===== config.mk =====
export PLATFORM = sky130hd
export DESIGN_NAME = hazard_scheduler
export DESIGN_NICKNAME = d
export VERILOG_FILES = /design/src/rtl/vec_hazard_pkg.sv /design/src/rtl/hazard_fwd_sel.sv /design/src/rtl/hazard_scheduler.sv
export SDC_FILE = /design/constraint.sdc
export NUM_CORES = 1
export LEC_CHECK = 0
export ABC_CLOCK_PERIOD_IN_PS = 1970
export BUFFER_PORTS_ARGS = -buffer_cell sky130_fd_sc_hd__clkbuf_2
export CAP_MARGIN = 10
export CORE_MARGIN = 4
export CORE_UTILIZATION = 35
export DETAILED_ROUTE_END_ITERATION = 8
export GPL_TIMING_DRIVEN = 0
export PLACE_DENSITY = 0.75
export SETUP_SLACK_MARGIN = 0.5
export SYNTH_ARGS = -nofsm -noshare
export SYNTH_HDL_FRONTEND = slang
export SYNTH_HIERARCHICAL = 1
export SYNTH_SLANG_ARGS = --single-unit

===== constraint.sdc =====
create_clock -name CLK -period 1.97 [get_ports CLK]
set_clock_uncertainty 0.15 [all_clocks]
set_input_delay 0.2955 -clock CLK [delete_from_list [all_inputs] [get_ports CLK]]
set_output_delay 0.2955 -clock CLK [all_outputs]
set_load 0.005 [all_outputs]

===== src/rtl/vec_hazard_pkg.sv =====
// vec_hazard_pkg: shared types and defaults for the vector pipeline hazard scheduler
package vec_hazard_pkg;
  localparam int REG_AW_DEFAULT = 4;
  typedef enum logic [1:0] {FWD_RF = 2'b00, FWD_WB = 2'b01, FWD_MEM = 2'b10} fwd_sel_t;
  typedef enum logic [1:0] {IDLE, RUN, MEM_WAIT, FAULT} hs_state_t;
endpackage


===== src/rtl/hazard_fwd_sel.sv =====
// hazard_fwd_sel: forward select for one execute-stage operand, M stage has priority over W
module hazard_fwd_sel
  import vec_hazard_pkg::*;
#(
  parameter int AW = REG_AW_DEFAULT
) (
  input  logic [AW-1:0] ra,
  input  logic [AW-1:0] WA3M,
  input  logic [AW-1:0] WA3W,
  input  logic          RegWriteM,
  input  logic          RegWriteW,
  output fwd_sel_t      sel
);
  assign sel = (RegWriteM && WA3M == ra) ? FWD_MEM :
               (RegWriteW && WA3W == ra) ? FWD_WB : FWD_RF;
endmodule


===== src/rtl/hazard_scheduler.sv =====
// hazard_scheduler: 5-stage vector pipeline stall/flush/forward control with memory watchdog; HAZARD_PERF_CNT_EN adds stall counters
module hazard_scheduler
  import vec_hazard_pkg::*;
#(
  parameter int REG_AW  = REG_AW_DEFAULT,
  parameter int TIMEOUT = 255
`ifdef HAZARD_PERF_CNT_EN
  , parameter int CNT_W = 32
`endif
) (
  input  logic              CLK,
  input  logic              RST,
  input  logic              start,
  input  logic [REG_AW-1:0] ra1D,
  input  logic [REG_AW-1:0] ra2D,
  input  logic [REG_AW-1:0] ra1E,
  input  logic [REG_AW-1:0] ra2E,
  input  logic [REG_AW-1:0] WA3E,
  input  logic [REG_AW-1:0] WA3M,
  input  logic [REG_AW-1:0] WA3W,
  input  logic              MemtoRegE,
  input  logic              RegWriteM,
  input  logic              RegWriteW,
  input  logic              mem_req_m,
  input  logic              mem_ready,
  output logic              EN1,
  output logic              EN2,
  output logic              CLR2,
  output logic [1:0]        ForwardAE,
  output logic [1:0]        ForwardBE,
  output logic              stall_all,
  output logic              busy,
  output logic              fault
`ifdef HAZARD_PERF_CNT_EN
  , output logic [CNT_W-1:0] stall_cycles,
  output logic [CNT_W-1:0]   lu_stalls
`endif
);
  localparam int WCW = $clog2(TIMEOUT + 1);
  hs_state_t      state;
  logic [WCW-1:0] wait_cnt;
  fwd_sel_t       fa, fb;
  logic           ms, lu, act, lub;
  hazard_fwd_sel #(.AW(REG_AW)) u_fwd_a (
    .ra(ra1E), .WA3M(WA3M), .WA3W(WA3W), .RegWriteM(RegWriteM), .RegWriteW(RegWriteW), .sel(fa)
  );
  hazard_fwd_sel #(.AW(REG_AW)) u_fwd_b (
    .ra(ra2E), .WA3M(WA3M), .WA3W(WA3W), .RegWriteM(RegWriteM), .RegWriteW(RegWriteW), .sel(fb)
  );
  assign ms  = mem_req_m & ~mem_ready;
  assign lu  = MemtoRegE & ((WA3E == ra1D) | (WA3E == ra2D));
  assign act = (state == RUN) || (state == MEM_WAIT);
  // a frozen E stage cannot take a bubble, so the memory stall masks the load-use flush
  assign lub = (state == RUN) && lu && !ms;
  always_comb begin
    stall_all = (state == FAULT) || (act && ms);
    EN1       = act && !ms && !lub;
    EN2       = EN1;
    CLR2      = (state == IDLE) || lub;
    ForwardAE = act ? fa : FWD_RF;
    ForwardBE = act ? fb : FWD_RF;
    busy      = act;
    fault     = state == FAULT;
  end
  always_ff @(posedge CLK)
    if (RST) begin
      state    <= IDLE;
      wait_cnt <= '0;
    end else
      case (state)
        IDLE: if (start) state <= RUN;
        RUN: if (ms) begin
          state    <= MEM_WAIT;
          wait_cnt <= '0;
        end
        MEM_WAIT: if (mem_ready) begin
          state    <= RUN;
          wait_cnt <= '0;
        end else if (wait_cnt == WCW'(TIMEOUT - 1)) state <= FAULT;
        else wait_cnt <= wait_cnt + 1'b1;
        default: ;
      endcase
`ifdef HAZARD_PERF_CNT_EN
  always_ff @(posedge CLK)
    if (RST) begin
      stall_cycles <= '0;
      lu_stalls    <= '0;
    end else begin
      if (stall_all && !(&stall_cycles)) stall_cycles <= stall_cycles + 1'b1;
      if (lub && !(&lu_stalls)) lu_stalls <= lu_stalls + 1'b1;
    end
`endif
endmodule


==> flow_summary.yaml <==
placed_design:
  port_buffers: 44
  dp_hpwl_um: 2283
  postPlaceCellArea_mm2: 0.001420
  place.gp.congestion: 0.8044
  pre_cts_ws_ns: 0.1782
finish:
  area_growth_pct: 68.83
  num_antenna_cells: 0
  drive_above_1_share: 0.5373
  nNetsFinal: 246
  fin_area_mm2: 0.001857
sta:
  rsz0062_at_grt: "true"
  slew_violations: 0
  worstMarginPinSlew_ns: 0.5571
  setup_slack_ns: 0.09922
  finalHoldViolCount: 0
  max_freq_mhz: 534.5
  min_period_ns: 1.871
  setup_viol: 0
  relSlewSlack: 0.6286
  period_share: 0.9496
  tns_ns: 0
floorplan:
  io_pins: 46
  die-area_mm2: 0.004103
  die_x_um: 64.06
  initial_core_util: 0.3632
  fp.coreArea_mm2: 0.003028
  std_cell_rows: 20
  die_y_um: 64.06
clocking:
  cts.root.buffer_cell: "clkbuf_4"
  cts_hold_buf: 0
  tritoncts: "done"
  clk_pin_slew_ns: 0.07
  cts_sinks: 10
  clock_latency_ns: 0.27
  cts_buffer_depth: 2
  cts_buffers: 3
  cts_max_level: 1
yosys:
  synth_commonest_cells: "12 x inv_1, 10 x dfxtp_1, 10 x nor2_1, 10 x xnor2_1"
  yosys.area.top_type_share: 0.1820
  yosysUniqueCellTypes: 43
  synth_area_per_cell_um2: 8.208
  synth_top_flop_cell: "dfxtp_1"
  synthCells: 134
  yosysSeqAreaShare: 0.1820
  synth_edf_count: 0
  postSynth.asyncResetShare: 0
  synth_fp_nets: 178
  yosysMostFrequentCell: "inv_1"
  syn-cell-area_mm2: 0.001100
  yosys-top-cells-area: "dfxtp_1 18%, ha_1 9.1%, xnor2_1 8.0%, xor2_1 6.4%, inv_1 4.1%"
  ys.warnings.count: 6
  yosysTopAreaCell: "dfxtp_1"
  synth-seq-cells: 10
route:
  wirelength_um: 3548
  routedWlPerCell_um: 14.48
  drc: 0
  routed_via_density: 5.257
  first_iter_violations: 57
  first_pass_iters: 4
  num_vias: 1288
  final_antenna_net_count: 0
setup_path:
  cp.required_ns: 1.52
  path_max_fanout: 8
  cp-end-kind: "output port"
  rr_worst_depth: 8
  start_kind: "flop"
  crit_type: "reg -> out"
  critPathArrivalTime_ns: 1.43
job:
  drv_cap: 0
global_route:
  antenna_found_initial: 0
  grt_pass1_wl_um: 5554
  grt_pass1_vias: 1207
  overflow: 0
  grt_usage: 0.1682
  grt_start_max_net_pins: 11
outcome:
  status: "finished, final reports clean"
power_and_ir_drop:
  peakVddDrop_uv: 519.9
  power_leakage_nw: 0.8143
  power_density_mw_per_mm2: 744.7
worst_hold_path:
  hp-class: "in -> reg"
  holdPathStages: 3
## final cells by class
type                       count  area (um2)
sequential                    10       209.0
multi-input combinational    108        1015
tap                           44       55.05
fill                         241        1171
inverter                      12       52.55
clock buffer                   4       36.28
buffer                         4       30.03
timing repair buffer          63       459.2
## where the power goes
group / internal (W) / total [W] / switching [W]
Sequential: 0.000221 / 0.000241 / 0.0000204
Combinational: 0.000543 / 0.000954 / 0.000411
Clock: 0.000112 / 0.000187 / 0.0000750
## critical path, cell delays in order (launching register included)
cell and delay (ns):
dfxtp_4 0.38, inv_6 0.05, ha_4 0.23, buf_6 0.13
buf_6 0.13, and2_4 0.14, buf_6 0.11
## per-stage QoR
stage | hold slack [ns] | utilization | total power (W) | std cells
2_1_floorplan | 0.3585 | - | 0.0005667 | 134
3_3_place_gp | 0.3925 | 0.4690 | 0.0007154 | 222
3_5_place_dp | 0.4063 | 0.4690 | 0.0007224 | 222
4_1_cts | 0.3316 | 0.5607 | 0.001208 | 240
5_1_grt | 0.3769 | 0.6132 | 0.001470 | 245
6_report | 0.3447 | 0.6132 | 0.001383 | 245
## cell families after synthesis
group	share of synthesized area
xor+xnor	0.1433
buf+inv	0.05916
simple gates	0.2856
compound gates	0.2287
fa+ha+maj	0.09102
mux	0.01024
flops	0.1820
## layout by cell type (no fill, tap or decap), types with 3 or more instances in the layout
master and count:
clkbuf_4 3, buf_4 9, nor3b_2 3, xnor2_1 10, nand3_1 5, buf_6 19, xor2_1 8, nor2_1 9
clkbuf_2 36, nand2b_1 4, dfxtp_1 7, nand4_1 3, and2_4 4, a21oi_1 3, inv_1 10, ha_4 4
ha_1 4
## layer usage
| layer | share of wire | global-route usage | wire length [um] |
|---|---|---|---|
| met4 | 0.025 | 0.03235 | 88 |
| met3 | 0.069 | 0.05097 | 245 |
| met5 | 0 | 0 | 0 |
| met2 | 0.52 | 0.2903 | 1850 |
| met1 | 0.38 | 0.2051 | 1364 |
## registers in the layout (all words and copies together), names as in the netlist
register / cells
state: 2
wait_cnt: 8
## path summary, 6_finish.rpt
kind	start	to	slack, ns
worst max-delay path	state[1]$_SDFFE_PP0P_	ForwardBE[1]	0.1
worst min-delay path	RST	wait_cnt[0]$_SDFFE_PP0P_	0.34
worst max register to register	state[0]$_SDFFE_PP0P_	wait_cnt[2]$_SDFFE_PP0P_	0.16
worst min register to register	wait_cnt[1]$_SDFFE_PP0P_	wait_cnt[1]$_SDFFE_PP0P_	0.42
## timing repair
action / 4_1_cts / 5_1_grt
gates resized for setup: 31 / 26
buffers inserted: 14 / 5
endpoints found under the setup margin: 19 / 20
pin swaps: 13 / 12
(Power assumes the default switching activity.)
